==> src/rtl/sliding_bloom_row_ager.sv <==
// Two-stage row ager for the time-windowed Bloom filter: S1 derives the bucket shift from the
// time stamps, S2 ages/increments the row and totals its counters. Valid/ready on both sides.
module sliding_bloom_row_ager #(
   parameter int NUM_BUCKETS = 14,
   parameter int BUCKET_SZ   = 4,
   parameter int LOOP_W      = 12,
   parameter int BUCKET_W    = $clog2(NUM_BUCKETS),
   parameter int DATA_WIDTH  = NUM_BUCKETS*BUCKET_SZ + BUCKET_W + LOOP_W,
   parameter int CNT_W       = BUCKET_SZ + $clog2(NUM_BUCKETS+1)
) (
   input  logic                  clk,
   input  logic                  reset,
   input  logic                  in_valid,
   output logic                  in_ready,
   input  logic [DATA_WIDTH-1:0] in_data,
   input  logic                  in_incr,
   input  logic [BUCKET_W-1:0]   cur_bucket,
   input  logic [LOOP_W-1:0]     cur_loop,
   output logic                  out_valid,
   input  logic                  out_ready,
   output logic [DATA_WIDTH-1:0] out_data,
   output logic [CNT_W-1:0]      out_count,
   output logic                  out_stale,
   output logic                  out_sat
);

   localparam int BLOOM_W = NUM_BUCKETS*BUCKET_SZ;
   localparam int SH_W    = $clog2(NUM_BUCKETS+1);
   localparam int SHAMT_W = $clog2(BLOOM_W+1);

   localparam logic [BUCKET_W:0]   NB_B      = (BUCKET_W+1)'(NUM_BUCKETS);
   localparam logic [BUCKET_W+1:0] NB_W      = (BUCKET_W+2)'(NUM_BUCKETS);
   localparam logic [SH_W-1:0]     NB_SH     = SH_W'(NUM_BUCKETS);
   localparam logic [LOOP_W-1:0]   LOOP_ZERO = {LOOP_W{1'b0}};
   localparam logic [LOOP_W-1:0]   LOOP_ONE  = LOOP_W'(1);
   localparam logic [BUCKET_SZ-1:0] CNT_MAX  = {BUCKET_SZ{1'b1}};
   localparam logic [BUCKET_SZ-1:0] CNT_ONE  = BUCKET_SZ'(1);

   // ---------------------------------------------------------------- handshake
   logic s1_v_q;
   logic out_v_q;
   logic s2_adv_s;
   logic s1_adv_s;

   assign s2_adv_s = !out_v_q || out_ready;
   assign s1_adv_s = !s1_v_q || s2_adv_s;
   assign in_ready = s1_adv_s;

   // ---------------------------------------------------------------- stage 1
   logic [BLOOM_W-1:0]  in_bloom_s;
   logic [BUCKET_W-1:0] in_bucket_s;
   logic [LOOP_W-1:0]   in_loop_s;
   logic [LOOP_W-1:0]   dloop_s;
   logic [BUCKET_W+1:0] wrap_sh_s;
   logic [SH_W-1:0]     s1_sh_d;
   logic                s1_stale_d;

   assign {in_bloom_s, in_bucket_s, in_loop_s} = in_data;
   assign dloop_s   = cur_loop - in_loop_s;
   // Shift when the row was written one loop earlier: remaining buckets of that loop plus elapsed ones.
   assign wrap_sh_s = NB_W - {2'b00, in_bucket_s} + {2'b00, cur_bucket};

   // Shift count and stale classification from the row stamp versus current time.
   always_comb begin
      s1_sh_d    = {SH_W{1'b0}};
      s1_stale_d = 1'b0;
      if (({1'b0, cur_bucket} >= NB_B) || ({1'b0, in_bucket_s} >= NB_B)) begin
         s1_stale_d = 1'b1;
      end else if (dloop_s == LOOP_ZERO) begin
         if (cur_bucket >= in_bucket_s) begin
            s1_sh_d = SH_W'(cur_bucket - in_bucket_s);
         end else begin
            s1_stale_d = 1'b1;
         end
      end else if (dloop_s == LOOP_ONE) begin
         if (wrap_sh_s >= NB_W) begin
            s1_sh_d = NB_SH;
         end else begin
            s1_sh_d = SH_W'(wrap_sh_s);
         end
      end else if (!dloop_s[LOOP_W-1]) begin
         s1_sh_d = NB_SH;
      end else begin
         s1_stale_d = 1'b1;
      end
   end

   logic [DATA_WIDTH-1:0] s1_data_q;
   logic [BUCKET_W-1:0]   s1_bucket_q;
   logic [LOOP_W-1:0]     s1_loop_q;
   logic                  s1_incr_q;
   logic [SH_W-1:0]       s1_sh_q;
   logic                  s1_stale_q;

   // Stage 1 register: captures the accepted request and its precomputed shift.
   always_ff @(posedge clk or negedge reset) begin
      if (!reset) begin
         s1_v_q      <= 1'b0;
         s1_data_q   <= {DATA_WIDTH{1'b0}};
         s1_bucket_q <= {BUCKET_W{1'b0}};
         s1_loop_q   <= {LOOP_W{1'b0}};
         s1_incr_q   <= 1'b0;
         s1_sh_q     <= {SH_W{1'b0}};
         s1_stale_q  <= 1'b0;
      end else if (s1_adv_s) begin
         s1_v_q <= in_valid;
         if (in_valid) begin
            s1_data_q   <= in_data;
            s1_bucket_q <= cur_bucket;
            s1_loop_q   <= cur_loop;
            s1_incr_q   <= in_incr;
            s1_sh_q     <= s1_sh_d;
            s1_stale_q  <= s1_stale_d;
         end
      end
   end

   // ---------------------------------------------------------------- stage 2
   logic [BLOOM_W-1:0]    s1_bloom_s;
   logic [SHAMT_W-1:0]    shamt_s;
   logic [BLOOM_W-1:0]    aged_s;
   logic [BUCKET_SZ-1:0]  newest_s;
   logic [BLOOM_W-1:0]    bloom_fin_s;
   logic                  out_sat_d;
   logic [DATA_WIDTH-1:0] out_data_d;
   logic [CNT_W-1:0]      out_count_d;

   assign s1_bloom_s = s1_data_q[DATA_WIDTH-1 -: BLOOM_W];
   // A shift of NUM_BUCKETS moves every counter out, leaving an all-zero row.
   assign shamt_s    = SHAMT_W'(s1_sh_q) * SHAMT_W'(BUCKET_SZ);
   assign aged_s     = s1_bloom_s >> shamt_s;
   assign newest_s   = aged_s[BLOOM_W-1 -: BUCKET_SZ];

   // Saturating increment of the newest counter; stale rows pass through untouched.
   always_comb begin
      bloom_fin_s = aged_s;
      out_sat_d   = 1'b0;
      if (s1_stale_q) begin
         bloom_fin_s = s1_bloom_s;
      end else if (s1_incr_q) begin
         if (newest_s == CNT_MAX) begin
            out_sat_d = 1'b1;
         end else begin
            bloom_fin_s[BLOOM_W-1 -: BUCKET_SZ] = newest_s + CNT_ONE;
         end
      end else begin
         bloom_fin_s = aged_s;
      end
   end

   // Row total over the final counters.
   always_comb begin
      out_count_d = {CNT_W{1'b0}};
      for (int i = 0; i < NUM_BUCKETS; i++) begin
         out_count_d = out_count_d + CNT_W'(bloom_fin_s[i*BUCKET_SZ +: BUCKET_SZ]);
      end
   end

   // Output word: restamped aged row, or the original row when stale.
   always_comb begin
      if (s1_stale_q) begin
         out_data_d = s1_data_q;
      end else begin
         out_data_d = {bloom_fin_s, s1_bucket_q, s1_loop_q};
      end
   end

   logic [DATA_WIDTH-1:0] out_data_q;
   logic [CNT_W-1:0]      out_count_q;
   logic                  out_stale_q;
   logic                  out_sat_q;

   // Stage 2 register: result word, held while downstream stalls.
   always_ff @(posedge clk or negedge reset) begin
      if (!reset) begin
         out_v_q     <= 1'b0;
         out_data_q  <= {DATA_WIDTH{1'b0}};
         out_count_q <= {CNT_W{1'b0}};
         out_stale_q <= 1'b0;
         out_sat_q   <= 1'b0;
      end else if (s2_adv_s) begin
         out_v_q <= s1_v_q;
         if (s1_v_q) begin
            out_data_q  <= out_data_d;
            out_count_q <= out_count_d;
            out_stale_q <= s1_stale_q;
            out_sat_q   <= out_sat_d;
         end
      end
   end

   assign out_valid = out_v_q;
   assign out_data  = out_data_q;
   assign out_count = out_count_q;
   assign out_stale = out_stale_q;
   assign out_sat   = out_sat_q;

endmodule
==> config.mk <==
export PLATFORM = sky130hd
export DESIGN_NAME = sliding_bloom_row_ager
export DESIGN_NICKNAME = d
export VERILOG_FILES = /design/src/rtl/sliding_bloom_row_ager.sv
export SDC_FILE = /design/constraint.sdc
export NUM_CORES = 1
export LEC_CHECK = 0
export BUFFER_PORTS_ARGS = -buffer_cell sky130_fd_sc_hd__buf_2
export CAP_MARGIN = 15
export CORE_ASPECT_RATIO = 1.4
export CORE_MARGIN = 1.5
export CORE_UTILIZATION = 46
export CTS_CLUSTER_DIAMETER = 50
export DETAILED_ROUTE_END_ITERATION = 12
export GPL_ROUTABILITY_DRIVEN = 0
export GPL_TIMING_DRIVEN = 0
export MAX_ROUTING_LAYER = met4
export PLACE_DENSITY = 0.68
export SKIP_CTS_REPAIR_TIMING = 1
export SYNTH_ARGS = -nofsm -noshare
export SYNTH_HDL_FRONTEND = slang
export SYNTH_SLANG_ARGS = --single-unit
==> constraint.sdc <==
create_clock -name clk -period 18 [get_ports clk]
set_input_delay 3.6 -clock clk [delete_from_list [all_inputs] [get_ports clk]]
set_output_delay 3.6 -clock clk [all_outputs]
set_load 0.005 [all_outputs]
**Word-level counts from Yosys, hierarchy flattened**

Cells that the tools add are included.

- Output and inout port bits: 84
- Register bits: 178
- Word-level logic and storage cells: 63
- Bits of input ports: 93

- Multiplexer cells: 18
- Order comparisons: 4
- Reductions and logical operators: 8
- Equal/unequal tests: 2
- Shift-type cells: 1
- Add/subtract/negate cells: 18

Operators with widths:

| kind | count |
|---|---|
| $add 8x4->8 | 9 |
| $mux 72 | 1 |
| $mux 56 | 1 |
| $shr 56x6->56 | 1 |
| $mux 4 | 8 |
| $eq 12x1->1 const B | 1 |
| $logic_not 12->1 | 1 |
| $sub 12x12->12 | 1 |
| $add 7x4->8 | 1 |
| $ge 4x4->1 const B | 2 |
| $mux 1 | 8 |
| $add 6x4->7 | 1 |
| $add 5x4->6 | 1 |
| $add 5x5->6 | 1 |
| $ge 6x4->1 const B | 1 |
| $add 4x4->5 | 1 |
| $sub 4x4->5 const A | 1 |
| $add 4x1->4 const B | 1 |
| $eq 4x4->1 const B | 1 |
| $ge 4x4->1 | 1 |
| $reduce_and 2->1 | 2 |
| $sub 4x4->4 | 1 |
| $logic_or 1x1->1 | 3 |
| $logic_not 1->1 | 2 |

**Logic depth before layout (Yosys ltp)**

Gate-level depths: netlist of the first run.

- Depth after elaboration: 18
- Mapped depth: 26
- Depth with buffers taken out: 23

**Worst setup path after synthesis of the first run**

Ideal clock, no wire load.

- Path kind: input to output
- Start: input port out_ready
- End: output port in_ready
- Slack: 10.605 ns
- Cell stages on the path: 1
- Path buffers: 0
- Arrival time: 3.795 ns
- Required time: 14.400 ns
- Path through: nand3b_1

- Word-level cells in the longest chain between the ends: 2

Ends and longest elaborated chain:

| element | RTL line | RTL |
|---|---|---|
| start, declared | 20 | `input logic out_ready,` |
| $logic_or 1x1->1 | 45 | `assign s2_adv_s = !out_v_q \|\| out_ready;` |
| $logic_or 1x1->1 | 46 | `assign s1_adv_s = !s1_v_q \|\| s2_adv_s;` |
| end, declared | 14 | `output logic in_ready,` |

No other way between the ends.

**Final worst setup path of the first run**

Ends and elaborated chain as after synthesis.

==> results of run 1 <==
-- flip-flops by register name, indices dropped and copies added (netlist names) --
| name | flops |
|---|---|
| out_valid | 1 |
| out_count | 8 |
| s1_bucket_q | 4 |
| s1_loop_q | 12 |
| s1_incr_q | 1 |
| s1_stale_q | 1 |
| s1_v_q | 1 |
| s1_data_q | 72 |
| out_sat | 1 |
| out_stale | 1 |
| s1_sh_q | 4 |
| out_data | 72 |
-- layout make-up --
type,count,area (sq um)
fill,2200,11200
multi-input combinational,772,6460
sequential,178,4454
timing repair buffer,177,918.4
clock buffer,17,425.4
tap,315,394.1
buffer,70,367.9
inverter,76,285.3
clock inverter,15,165.2
antenna,3,7.507
-- cell families (layout without fill, tap and decap cells) --
kind of cell | after synthesis | in the layout | share of synthesized area
compound gates | 252 | 252 | 0.1356
mux | 211 | 211 | 0.2080
simple gates | 210 | 210 | 0.08177
flops | 178 | 178 | 0.3851
buf+inv | 146 | 355 | 0.05646
fa+ha+maj | 87 | 87 | 0.1240
xor+xnor | 12 | 12 | 0.009086
other cells | 0 | 3 | 0
-- cells in the final DEF, fill, tap and decap left out, types with 12 or more instances in the layout --
cell and instances:
a21o_1 15, a21oi_1 39, a22o_1 16, a22oi_1 13, buf_2 190, clkbuf_1 34
clkbuf_16 17, dfrtp_1 178, fa_1 46, ha_1 41, inv_1 75, mux2_2 124
mux2i_1 75, nand2_1 122, nor2_1 29, o21a_1 17, o21ai_0 93, o21ai_1 12
-- through the flow --
stage	hold WS [ns]	setup slack, ns	utilization
5_1_grt	0.5071	10.28	0.5461
2_1_floorplan	0.4492	10.61	-
6_report	0.4788	10.30	0.5462
4_1_cts	0.4872	10.30	0.5459
3_5_place_dp	0.4661	10.31	0.5220
3_3_place_gp	0.4575	10.30	0.5205
-- critical path: cells and delay by family --
kind / cells / cell delay [ns]
buffers and inverters: 2 / 0.28
AND/OR/NAND/NOR: 1 / 0.22
-- metal layers --
layer  vias up  GRT usage
met5         -          -
met4         0     0.1470
met3       100    0.07124
met2       452     0.4749
met1      4668     0.3424
li1       4258          -
-- path summary, 6_finish.rpt --
path,startpoint,endpoint,slack (ns)
worst min register to register,out_data[50]$_DFFE_PN0P_,out_data[50]$_DFFE_PN0P_,0.48
min in group asynchronous,reset,out_data[5]$_DFFE_PN0P_,3.13
worst max register to register,s1_sh_q[3]$_DFFE_PN0P_,out_count[7]$_DFFE_PN0P_,10.68
worst min-delay path,out_data[50]$_DFFE_PN0P_,out_data[50]$_DFFE_PN0P_,0.48
worst max-delay path,out_ready,in_ready,10.30
max in group asynchronous,reset,s1_data_q[50]$_DFFE_PN0P_,13.98
==> out/results.tsv, run 1 <==
stage	metric	value	unit
sta	Worst Tran Pin Value	0.8335	ns
placement	placed insts	1588	
die	number of core rows	68	
global_routing	first-pass GRT wire length	54830	microns
synthesis	Netlist cell types	59	
placement	Cell Area, Placed	0.01288	sq mm
clock_network	CTS root buf	clkbuf_16	
drt	met1 wire length	13300	microns
sta	max-slew violations	0	
synthesis	Yosys warnings	0	
drt	# DRC	0	
synthesis	Synth area leader	dfrtp_1	
die	Die W	137.0	microns
critical_path	Worst path slowest cell	nand3b_1	
drt	DR WL/cell	22.12	microns
global_routing	largest net degree at the start of global routing	92	
drt	via count	9478	
layout	fraction of layout cells with a size suffix above 1	0.2897	
drt	max layer used	met4	
critical_path	Crit. End Element	output pin	
die	IO Pins	177	
outcome	outcome	complete, no violations	
synthesis	Syn Inst Count	1096	
clock_network	total CTS buffers	17	
critical_path	CP arrival	4.10	ns
clock_network	CTS Sinks	178	
synthesis	Post-synth top cells	dfrtp_1 (178), mux2_2 (124), nand2_1 (122), o21ai_0 (93)	
layout	layout net count	1472	
critical_path	crit path kind	input port to output pin	
drt	WL met3	2886	microns
clock_network	maximum clock insertion buffer count	2	
drt	drt total wl	35900	microns
critical_path	critical path's largest stage delay	0.22	ns
drt	remaining antenna violation count	0	
sta	Rel. slew slack	0.4443	
synthesis	synth top area cells	dfrtp_1 (39%), mux2_2 (12%), fa_1 (8.0%)	
sta	Final Hold Violating Endpoints	0	
global_routing	grt total ovfl	0	
die	Die H	190.6	microns
synthesis	Most used DFF post-synth	dfrtp_1	
flow_run	MaxCap Viol Count	0	
sta	crit path time final	7.699	ns
drt	TritonRoute pass-1 iters	5	
placement	Detail Placement HPWL	27890	microns
synthesis	area share of the largest cell type after synthesis	0.3851	
placement	# port buffers	176	
critical_path	crit path launch type	input port	
synthesis	Seq cells post-synth	178	
clock_network	clock latency on the worst-skew pair	0.46	ns
clock_network	Worst-path clk slew	0.08	ns
die	core footprint	0.02467	sq mm
synthesis	Mapped Area	0.01157	sq mm
critical_path	CP max FO	4	
sta	Max Clk Rate	129.9	MHz
sta	Setup-failing EPs final	0	
global_routing	GRT Overall Usage	0.2948	
sta	RSZ-0062 raised after global routing	no	
layout	cell area after layout	0.01348	sq mm
drt	met2 WL	17960	microns
global_routing	number of global-route vias before repair	9406	
sta	post-route clock skew	0.02024	ns
layout	fin cells	1623	
worst_hold_path	Hold Path Stages	2	
critical_path	CP Cell Sequence	buf_2 -> nand3b_1 -> buf_2	
synthesis	Seq/Total Area, Yosys	0.3851	
sta	setup_tns	0	ns
layout	Synth-to-Final Area Change	16.52	%
synthesis	Mapped Nets	1276	
die	initial core utilization	0.4688	
worst_hold_path	Hold WC Path Type	register to register	
sta	Tcrit/Tclk final	0.4277	
drt	via-per-instance ratio	5.840	
synthesis	most frequent cell after synthesis	dfrtp_1	
critical_path	Crit path top cell by count	buf_2	
critical_path	Worst EP required	14.40	ns
drt	DRT iter0 DRCs	742	
synthesis	Async S/R FF share, synth	1.000	
synthesis	EDFF count, synth	0	
clock_network	H-Tree Depth	4	
synthesis	Syn Area/Cell	10.55	sq um
critical_path	R2R depth	21	
die	Die ar.	0.02612	sq mm
clock_network	CTS tree	done	
global_routing	initial antenna violation count	2	
Power of run 1 is not shown: default switching activity piles up to over one toggle a cycle in this logic, so the estimate is an artifact.
==> run 2: changes to the inputs <==
==> constraint.sdc (replaced) <==
create_clock -name clk -period 7.1 [get_ports clk]
set_input_delay 1.42 -clock clk [delete_from_list [all_inputs] [get_ports clk]]
set_output_delay 1.42 -clock clk [all_outputs]
set_load 0.005 [all_outputs]
==> out/results.tsv, run 2 (same netlist as run 1, synthesis figures left out) <==
stage	metric	value	unit	change
layout	layout net count	1474		+0.14%
clock_network	CTS tree	done		
critical_path	R2R Path Start	s1_sh_q[1]$_DFFE_PN0P_		
die	initial core utilization	0.4688		unchanged
worst_hold_path	hold wc startpoint	out_data[50]$_DFFE_PN0P_		
layout	cell area after layout	0.01359	sq mm	+0.83%
placement	Cell Area, Placed	0.01288	sq mm	unchanged
clock_network	CTS Sinks	178		unchanged
drt	remaining antenna violation count	0		unchanged
global_routing	grt total ovfl	0		unchanged
drt	DR WL/cell	22.09	microns	-0.15%
worst_hold_path	Hold WC Path Type	register to register		
die	number of core rows	68		unchanged
global_routing	number of global-route vias before repair	9406		unchanged
drt	# DRC	0		unchanged
drt	drt total wl	35890	microns	about the same
sta	Setup-failing EPs final	0		unchanged
global_routing	initial antenna violation count	2		unchanged
clock_network	H-Tree Depth	4		unchanged
sta	Rel. slew slack	0.4140		-0.03032
clock_network	CTS root buf	clkbuf_16		
critical_path	critical path's largest stage delay	0.58	ns	+0.36 ns
outcome	outcome	complete, no violations		
global_routing	largest net degree at the start of global routing	92		unchanged
drt	DRT iter0 DRCs	780		+5.1%
sta	post-route clock skew	0.02012	ns	-0.0001264 ns
critical_path	CP max FO	10		+6
sta	Tcrit/Tclk final	0.9584		
placement	placed insts	1588		unchanged
critical_path	Crit path top cell by count	fa_1		
critical_path	Worst path slowest cell	fa_1		
global_routing	first-pass GRT wire length	54830	microns	unchanged
layout	Final Core Density	0.5508		+0.004514
sta	Max Clk Rate	147.0	MHz	
drt	via count	9496		+0.19%
flow_run	MaxCap Viol Count	0		unchanged
placement	# port buffers	176		unchanged
drt	TritonRoute pass-1 iters	5		unchanged
sta	Final Hold Violating Endpoints	0		unchanged
die	IO Pins	177		unchanged
global_routing	GRT Overall Usage	0.2948		unchanged
die	Die ar.	0.02612	sq mm	unchanged
sta	max-slew violations	0		unchanged
sta	Worst Tran Pin Value	0.8698	ns	+0.03629 ns
layout	commonest cells after routing, fill and taps aside	buf_2 (189), dfrtp_1 (178), mux2_2 (124)		
layout	commonest non-fill, non-tap cell in the layout	buf_2		
clock_network	clock latency on the worst-skew pair	0.46	ns	about the same
critical_path	Worst EP required	7.41	ns	-6.99 ns
sta	crit path time final	6.804	ns	
layout	fin cells	1625		+0.12%
layout	Synth-to-Final Area Change	17.48	%	
critical_path	Critical Path Start	s1_sh_q[1]$_DFFE_PN0P_		
die	Die H	190.6	microns	unchanged
layout	Filler cells	2190		-0.45%
critical_path	crit path kind	register to register		
layout	register area	0.004454	sq mm	unchanged
layout	Multi-input gate area	0.006540	sq mm	+1.2%
critical_path	Crit. End Element	register		
die	Die W	137.0	microns	unchanged
die	core footprint	0.02467	sq mm	unchanged
critical_path	CP arrival	7.12	ns	+3.02 ns
clock_network	Worst-path clk slew	0.07	ns	about the same
layout	fraction of layout cells with a size suffix above 1	0.3076		+0.01792
critical_path	crit path launch type	register		
placement	Detail Placement HPWL	27890	microns	unchanged
clock_network	maximum clock insertion buffer count	2		unchanged
clock_network	total CTS buffers	17		unchanged
drt	via-per-instance ratio	5.844		about the same
critical_path	CP Cell Sequence	buf_6 -> buf_6 -> mux2i_2 -> o21ai_1 -> mux2i_1 -> o22ai_1 -> mux2_2 -> fa_1 -> fa_1 -> fa_1 -> fa_1 -> inv_1 -> fa_1 -> inv_1 -> fa_1 -> fa_1 -> a21o_1 -> a21o_1 -> a21o_1 -> a21oi_1 -> xor2_1 -> o21ai_0		
[run 2: cell count changes in the layout (fill, tap and decap cells not counted), moves of 3 or more]
cell | before | now
mux2i_1 | 75 | 69
buf_4 | 3 | 7
mux2i_2 | 0 | 4
clkbuf_1 | 34 | 31
buf_1 | 9 | 6
clkbuf_2 | 0 | 5
[run 2: per-stage QoR]
step	hold slack (ns)	setup TNS [ns]	worst slack, ns
global placement	0.4575	0	0.1087
finish	0.4797	0	0.2956
CTS	0.4872	0	0.05572
floorplan	0.4492	0	0.8289
detailed placement	0.4661	0	0.08208
global route	0.5071	-0.001776	-0.001776
[run 2: area by class of cell]
cell class	instances	area share
diodes	3	0.0005524
plain buffers	69	0.02771
clock buffers	17	0.03130
clock inverters	15	0.01215
inverters	76	0.02099
multi-input cells	772	0.4813
flip-flops and latches	178	0.3278
well taps	315	0.02900
repair buffers	180	0.06924
[run 2: path summary, 6_finish.rpt]
check / to / slack (ns) / cells past startpoint
setup / recovery: out_count[7]$_DFFE_PN0P_ / 0.30 / 22
hold / removal: out_data[50]$_DFFE_PN0P_ / 0.48 / 2
setup reg to reg: out_count[7]$_DFFE_PN0P_ / 0.30 / 22
hold reg to reg: out_data[50]$_DFFE_PN0P_ / 0.48 / 2
max in group asynchronous: s1_data_q[50]$_DFFE_PN0P_ / 5.25 / 2
min in group asynchronous: out_data[5]$_DFFE_PN0P_ / 0.94 / 1
[run 2: per-layer routing]
layer  up-vias  global-route usage  routed length [microns]
li1       4259                   -                        -
met1      4673              0.3424                    13460
met2       457              0.4749                    17940
met3       107             0.07124                     2710
met4         0              0.1470                     1780
met5         -                   -                        0
[run 2: critical path, delay by kind of cell, from the launching register on]
kind,cells,cell delay [ns]
adders and majority gates,7,3.64
muxes,3,0.92
buffers and inverters,4,0.44
xor gates and xnor gates,1,0.16
DFF,1,0.35
AOI/OAI and AO/OA,7,1.14
Power of run 2 is left out for the same reason.
